### config.mk
export PLATFORM = sky130hd
export DESIGN_NAME = onehot_encoder_pipe
export DESIGN_NICKNAME = d
export VERILOG_FILES = /design/src/rtl/onehot_encoder_pipe.sv
export SDC_FILE = /design/constraint.sdc
export NUM_CORES = 1
export LEC_CHECK = 0
export CAP_MARGIN = 20
export CORE_MARGIN = 3
export CORE_UTILIZATION = 40
export CTS_CLUSTER_SIZE = 30
export DETAILED_ROUTE_END_ITERATION = 8
export GPL_ROUTABILITY_DRIVEN = 0
export PLACE_DENSITY = 0.69
export SLEW_MARGIN = 20
export SYNTH_ARGS = -nofsm -noshare
export SYNTH_HDL_FRONTEND = slang
export SYNTH_SLANG_ARGS = --single-unit
### constraint.sdc
create_clock -name clk -period 2.2 [get_ports clk]
set_input_delay 0.33 -clock clk [delete_from_list [all_inputs] [get_ports clk]]
set_output_delay 0.33 -clock clk [all_outputs]
set_load 0.01 [all_outputs]
### src/rtl/onehot_encoder_pipe.sv
// onehot_encoder_pipe: one-hot to binary encoder behind a single-entry valid/ready output register
module onehot_encoder_pipe #(
  parameter int N = 8,
  parameter int PRIORITY = 0,
  parameter int CNT_W = 8,
  localparam int W = $clog2(N)
) (
  input  logic             clk,
  input  logic             rst,
  input  logic             in_valid,
  output logic             in_ready,
  input  logic [N-1:0]     in_data,
  output logic             out_valid,
  input  logic             out_ready,
  output logic [W-1:0]     out_code,
  output logic             out_err,
  output logic [CNT_W-1:0] err_count,
  input  logic             clr_err
);
  logic [W-1:0] lo;
  logic         err;
  logic         take;
  assign in_ready = !out_valid || out_ready;
  assign take = in_valid && in_ready;
  // lowest set index; an error word reports code 0 in either mode
  always_comb begin
    lo = '0;
    for (int i = N - 1; i >= 0; i--) lo = in_data[i] ? W'(i) : lo;
    err = PRIORITY != 0 ? in_data == '0 : $countones(in_data) != 1;
  end
  // output register: load on accept, drain when consumed with nothing new arriving
  always_ff @(posedge clk or posedge rst)
    if (rst) begin
      out_valid <= 1'b0;
      out_code  <= '0;
      out_err   <= 1'b0;
    end else if (in_ready) begin
      out_valid <= in_valid;
      if (in_valid) begin
        out_code <= err ? '0 : lo;
        out_err  <= err;
      end
    end
  // saturating count of accepted invalid words; clear wins over increment
  always_ff @(posedge clk or posedge rst)
    if (rst) err_count <= '0;
    else if (clr_err) err_count <= '0;
    else if (take && err && err_count != '1) err_count <= err_count + 1'b1;
endmodule

## Word level (Yosys, flattened, before mapping)

Index checks and enable logic that the tools add are counted.
Widths: inputs -> output; s select.

- Register bits after elaboration: 13
- Input port bits: 13
- Output and inout bits: 14
- Logic and storage cells: 32

- Add/subtract/negate cells: 8
- Equality and inequality tests: 2
- Multiplexer cells: 11
- Reductions and logical operators: 7

Operator list:

| operator | number |
|---|---|
| $mux 3 | 9 |
| $mux 8 | 2 |
| $add 1x1->2 | 4 |
| $add 8x1->8 const B | 1 |
| $ne 8x8->1 const B | 1 |
| $add 2x2->3 | 2 |
| $add 3x3->4 | 1 |
| $ne 4x1->1 const B | 1 |
| $logic_and 1x1->1 | 3 |
| $reduce_and 2->1 | 1 |
| $reduce_bool 2->1 | 1 |
| $logic_not 1->1 | 1 |
| $logic_or 1x1->1 | 1 |

## Longest topological paths before layout

Gate-level depths: netlist of run 1.

- Word-level depth: 9
- Gate-level depth with buffers: 13
- Depth with buffers taken out: 13

## Least setup slack after synthesis of run 1

No wires, ideal clock.

- Path kind: input port to flip-flop
- Start point: input in_data[0]
- End point: register err_count[5]
- Library setup time: 125 ps
- Arrival time: 3432 ps
- Data required time: 2075 ps
- Setup slack: -1357 ps
- Stages on the path: 13
- Path buffers: 0
- Cells stage by stage: inv_1 > fa_1 > fa_1 > fa_1 > inv_1 > ha_1 > inv_1 > fa_1 > nor2b_1 > a31oi_1 > o21bai_2 > nor4_1 > mux2_2

- Longest elaborated chain between the ends: 7

Ends and longest elaborated chain:

| what | line | source |
|---|---|---|
| start, declared | 12 | `input logic [N-1:0] in_data,` |
| $add 1x1->2 (implied by the code) | 29 | `err = PRIORITY != 0 ? in_data == '0 : $countones(in_data) != 1;` |
| $add 2x2->3 (implied by the code) | 29 |  |
| $add 3x3->4 (implied by the code) | 29 |  |
| $ne 4x1->1 | 29 |  |
| $logic_and 1x1->1 (2 in series) | 48 | `else if (take && err && err_count != '1) err_count <= err_count + 1'b1;` |
| $reduce_bool 2->1 (no source line) | n/a |  |
| end signal, assigned | 48 |  |
| end, declared | 17 | `output logic [CNT_W-1:0] err_count,` |

Every way passes these cells.
A chain may end at the register's enable or synchronous reset.

## Worst setup path in the final report of run 1

- Start point: input in_data[1]
- End point: register err_count[7]

The elaborated chain is that of the path after synthesis.

==> impl_metrics.toml, run 1 <==
[placement]
dp_slack_ps = -2050
dp_hpwl_um = 1662
portBuffers = 26
dp.cells = 161

[power]
p_switching_uw = 257.5
power-per-cell-area_mw_per_mm2 = 493.6
comb_power_share_pct = 45.0
pwr-share-clk_pct = 19.6
intPower_uw = 496.6
pwr-share-seq_pct = 35.4
p_sw_share_pct = 34.15
leakage_nw = 0.6733
peakVddDrop_mv = 0.3575

[synth]
syn-num-nets = 122
netlist_area_um2 = 939.7
synth_compound_area_share_pct = 9.321
synth.area.top_cells = "dfrtp_1 35%, fa_1 8.5%, inv_1 5.6%, ha_1 5.3%, nor2_1 4.0%"
ys_ff_latch = 13
synth-warning-count = 0
synthCells = 101
synth-edff-count = 0
synth_adder_area_share_pct = 13.85
synth_flop_cell = "dfrtp_1"
muxShareOfSynthArea_pct = 7.057
synth_top_area_share_pct = 34.62
yosys.area.top_type = "dfrtp_1"
synth_area_per_cell_um2 = 9.303
synth.most_common_cell = "inv_1"
synthArstFlopShare_pct = 100.0
synth_top_family_by_area = "simple AND/OR/NAND/NOR gates"
synthSimpleGateAreaFrac_pct = 27.96
synth_xor_area_share_pct = 0
synth_common_cells = "14 x inv_1, 13 x dfrtp_1, 10 x nor2_1"
ys_seq_area_share_pct = 34.62
ys_types = 31

[grt]
grt.overflow.total = 0
grt_pass1_vias = 853
grt_max_degree = 16
grt_pass1_wl_um = 3636
grt_usage_pct = 16.98
antenna_found_initial = 0

[drt]
drt_iter0_markers = 13
via_count = 867
drtAntennaViolNets = 0
wire_per_inst_um = 13.13
vias_per_cell = 5.070
drc = 0
dr.pass1.iters = 4
routed_wl_um = 2245

[setup_path]
max_stage_delay_ps = 560
rrSetupSlack_ps = 230
critPathSlowestCell = "fa_1"
worst_path_most_repeated_cell = "fa_1"
start_kind = "input pin"
critPathMaxFanout = 8
endpoint_kind = "register"
crit_path_start = "in_data[1]"
crit_family = "adder cells"
path_buf_inv = 4
worstSetupPathType = "in -> reg"
path_cells = "buf_8 > inv_4 > fa_1 > fa_1 > fa_1 > inv_1 > ha_2 > inv_2 > fa_2 > nor2b_4 > a31oi_4 > o21bai_4 > or4_4 > a21oi_2"
reg2reg_from = "err_count[0]"
crit_cells = 14
r2r_end = "err_count[4]"
crit_arrival_ps = 3610
crit_path_end = "err_count[7]"
worst_r2r_path_depth = 5
worstPathRequired_ps = 2400

[die]
chipWidth_um = 54.47
io_pins = 27
rows = 16
die_y_um = 54.47
core_mm2 = 0.002082
initial_core_util_pct = 45.13
die_area_mm2 = 0.002966

[sta]
maxSlewHeadroom_pct = 66.64
finalClockSkew_ps = 7.322
layout_setup_ws_ps = -1211
final-hold-violation-count = 0
slew_violations = 0
tightest_slew_ps = 498.9
finalSetupViolations = 12
fin_crit_sh_pct = 155.0
max_freq_ghz = 0.2932
rsz0062_at_grt = "true"
fin_crit_ps = 3411

[flow_run]
drv_cap = 0

[layout]
n_antenna_cell = 0
stdcell_count = 171
nNetsFinal = 166
area_growth_pct = 62.58
drive_gt1_share_pct = 34.72

[clock_tree]
clock_latency_ps = 270
h-tree-depth = 1
cts_tree = "built"
cts.sinks = 13
postCtsHoldBufs = 0
cts.clk_slew.worst_paths_ps = 90
cts_buffer_depth = 2
cts_buffers = 3
root_buffer = "clkbuf_4"

[hold_path]
hold_class = "in -> async"

[status]
status = "finished, violations left"
violations = "negative setup slack"
-- flip-flops by register name, indices dropped and copies added, names as in the netlist --
| name | flops |
|---|---|
| out_err | 1 |
| out_code | 3 |
| err_count | 8 |
| out_valid | 1 |
-- area by class of cell --
type	instances	area (um2)
Sequential cell	13	325.3
Multi-Input combinational cell	72	680.7
Fill cell	157	554.3
Timing Repair Buffer	41	397.9
Inverter	14	62.56
Tap cell	27	33.78
Clock inverter	1	5.005
Clock buffer	3	22.52
-- cells in the final DEF, fill, tap and decap left out, types with 2 or more instances in the layout --
cell / Yosys / routed
nand2b_1: 4 / 4
ha_1: 4 / 3
nor2b_1: 6 / 5
dfrtp_1: 13 / 13
inv_1: 14 / 9
fa_1: 4 / 3
buf_4: 0 / 11
mux2_4: 0 / 3
nor2_2: 0 / 2
nor3_1: 4 / 2
nand2_1: 9 / 8
a22o_1: 2 / 2
nor4_1: 4 / 3
clkdlybuf4s50_1: 0 / 22
and4_1: 2 / 2
buf_6: 1 / 6
nor2_1: 10 / 7
inv_2: 0 / 3
o21ai_0: 2 / 2
clkbuf_4: 0 / 3
nor3_4: 0 / 2
-- worst min-delay path by stage --
stage	endpoint	cells after the start	slack, ps	start
4_1_cts	out_code[0]	3	360	in_data[0]
5_1_grt	out_code[0]	3	390	in_data[0]
2_1_floorplan	err_count[0]	1	210	rst
6_report	err_count[2]	2	370	rst
3_5_place_dp	out_code[0]	2	480	out_code[0]
3_3_place_gp	out_code[0]	2	480	out_code[0]
-- power by group through the flow --
stage | clock network, mW | logic [mW] | registers (mW)
after floorplan | 0 | 0.168 | 0.277
after global placement | 0 | 0.278 | 0.271
after detailed placement | 0 | 0.288 | 0.272
after CTS | 0.155 | 0.306 | 0.267
after global routing | 0.170 | 0.377 | 0.269
final | 0.148 | 0.339 | 0.267
-- through the flow --
stage / total power, mW / setup TNS, ps / hold WS, ps / area (um2) / util (%)
floorplan: 0.4457 / -12930 / 207.0 / 984.7 / -
global placement: 0.5491 / -21530 / 482.0 / 1331 / 63.94
detailed placement: 0.5593 / -22710 / 477.9 / 1331 / 63.94
CTS: 0.7275 / -14790 / 357.8 / 1404 / 67.43
global route: 0.8155 / -14100 / 386.6 / 1528 / 73.38
finish: 0.7540 / -12890 / 368.3 / 1528 / 73.38
-- metal layers --
metal | vias to the layer above | track usage (%) | part of all wire [%]
met2 | 29 | 27.89 | 48
met4 | 0 | 4.564 | 0
met1 | 411 | 21.83 | 46
met5 | - | 0 | 0
met3 | 0 | 4.632 | 5.8
li1 | 427 | - | -
-- logic make-up after synthesis --
logic type                 count (synthesis)
and+or+nand+nor                           46
buffers and inverters                     16
DFF                                       13
AOI/OAI and AO/OA                         12
adders and majority gates                  8
muxes                                      6
-- timing repair --
action                                 CTS  global route
pin swaps                                8             8
setup endpoints to repair               12            12
gates resized for setup                 21            22
buffers inserted                         3             3
endpoints found under the hold margin    0             0
Power figures use the tool's default switching activity.
==> inputs of run 2 (changes only) <==
Settings changed: CORE_UTILIZATION 40 to 46, HOLD_SLACK_MARGIN set to 0.02, PLACE_DENSITY 0.69 to 0.78, SLEW_MARGIN 20 to 40.
==> impl_metrics.toml, run 2 (same netlist as run 1, synthesis figures left out) <==
[placement]
placed_area_mm2 = 0.001351
dp_hpwl_um = 1928
portBuffers = 26

[setup_path]
crit_arrival_ps = 3600
worstPathRequired_ps = 2370
rrSetupSlack_ps = 250
crit_path_end = "err_count[5]"
crit_path_start = "in_data[5]"
worst_r2r_path_depth = 5
endpoint_kind = "register"
start_kind = "input pin"
r2r_end = "err_count[4]"
critPathMaxFanout = 6
worstSetupPathType = "in -> reg"
reg2reg_from = "err_count[0]"

[status]
status = "finished, violations left"
violations = "negative setup slack"

[grt]
grt_pass1_vias = 899
grt_usage_pct = 22.46
grt.overflow.total = 0
grt_max_degree = 16
grt_pass1_wl_um = 4278
antenna_found_initial = 0

[power]
p_switching_uw = 266.0
intPower_uw = 497.6
peakVddDrop_mv = 0.4088
pwr-share-seq_pct = 34.9
p_total_uw = 763.6
p_sw_share_pct = 34.84
leakage_nw = 0.6758
comb_power_share_pct = 45.2
power-per-cell-area_mw_per_mm2 = 504.4
pwr-share-clk_pct = 19.9

[clock_tree]
cts_buffers = 3
cts.clk_slew.worst_paths_ps = 80
cts.sinks = 13
h-tree-depth = 1
root_buffer = "clkbuf_4"
clock_latency_ps = 280
cts_buffer_depth = 2
cts_tree = "built"

[die]
chipWidth_um = 51.20
rows = 15
die_y_um = 51.20
core_mm2 = 0.001821
io_pins = 27
initial_core_util_pct = 51.62
die_area_mm2 = 0.002621

[drt]
drtAntennaViolNets = 0
drc = 0
via_count = 910
routed_wl_um = 2742
vias_per_cell = 5.385
dr.pass1.iters = 4
wire_per_inst_um = 16.22
drt_iter0_markers = 17

[sta]
tightest_slew_ps = 552.5
layout_setup_ws_ps = -1236
fin_crit_sh_pct = 156.2
fin_crit_ps = 3436
finalClockSkew_ps = 6.565
finalSetupViolations = 12
final-hold-violation-count = 0
slew_violations = 0
rsz0062_at_grt = "true"
setup_tns_ps = -13340
maxSlewHeadroom_pct = 63.05
max_freq_ghz = 0.2910

[layout]
reg_top3 = "err_count x8, out_code x3"
final_cell_mix = "23 x clkdlybuf4s50_1, 13 x dfrtp_1, 13 x buf_4, 10 x inv_1, 8 x nand2_1"
nNetsFinal = 166
fillers = 104
largest-register = "err_count"
area_growth_pct = 61.12
drive_gt1_share_pct = 35.42
finalInstanceArea_mm2 = 0.001514
seq_area_um2 = 325.3
final_common_cell = "clkdlybuf4s50_1"
largest_reg_flops = 8
multiInputGateArea_um2 = 683.2
n_antenna_cell = 0

[hold_path]
hold_class = "in -> reg"

[flow_run]
drv_cap = 0
-- run 2: worst min path at each step --
| stage | from | endpoint | slack [ps] | cells past startpoint |
|---|---|---|---|---|
| global placement | out_err | out_err | 460 | 2 |
| floorplan | rst | err_count[0] | 210 | 1 |
| global route | in_data[0] | out_code[0] | 360 | 3 |
| finish | in_data[0] | out_code[0] | 360 | 3 |
| CTS | in_data[0] | out_code[0] | 360 | 3 |
| detailed placement | out_code[0] | out_code[0] | 470 | 2 |
-- run 2: final cells by class --
cell class | count | share of cell area [%]
Sequential cell | 13 | 21.49
Multi-Input combinational cell | 72 | 45.12
Clock buffer | 4 | 1.736
Inverter | 14 | 4.132
Tap cell | 25 | 2.066
Timing Repair Buffer | 41 | 25.45
-- run 2: repair_timing --
| action | 4_1_cts | 5_1_grt |
|---|---|---|
| gates resized for setup | 24 | 17 |
| pin swaps | 7 | 9 |
| hold buffers | 0 | 0 |
| buffers inserted | 2 | 1 |
| endpoints found under the setup margin | 12 | 12 |
-- run 2: per-stage QoR --
step	std cells	setup slack, ps	hold slack (ps)	utilization, %
4_1_cts	168	-1274	361.2	78.21
3_5_place_dp	162	-2006	468.0	74.23
5_1_grt	169	-1320	357.2	83.16
6_report	169	-1236	362.1	83.16
2_1_floorplan	101	-1253	207.0	-
3_3_place_gp	162	-1927	464.8	74.23
-- run 2: power groups by stage --
stage	Sequential [mW]	Clock (mW)	Combinational, mW
finish	0.267	0.152	0.345
detailed placement	0.271	0	0.295
CTS	0.267	0.159	0.313
global placement	0.271	0	0.282
floorplan	0.277	0	0.168
global route	0.269	0.164	0.377
-- run 2: metal layers --
| layer | track usage [%] | vias to the layer above | routed length (um) | part of all wire, % |
|---|---|---|---|---|
| li1 | - | 426 | - | - |
| met1 | 27.14 | 446 | 1128 | 41 |
| met2 | 39.27 | 30 | 1438 | 52 |
| met3 | 5.248 | 8 | 131 | 4.8 |
| met4 | 6.726 | 0 | 44 | 1.6 |
| met5 | 0 | - | 0 | 0 |
-- run 2: critical path: stages --
cell and delay [ps]:
clkdlybuf4s50_1 510, inv_1 90, fa_1 550, fa_1 410, inv_1 70, ha_2 180, inv_2 40, fa_2 340
nor2b_4 140, a31oi_4 170, o21bai_4 120, nor4_2 290, mux2_2 370
==> inputs of run 3 (changes only) <==
Settings changed: CTS_CLUSTER_SIZE 30 to unset, SLEW_MARGIN 40 to 20.
==> results of run 3 <==
The final DEF is identical to that of run 2; final timing and power are the same.
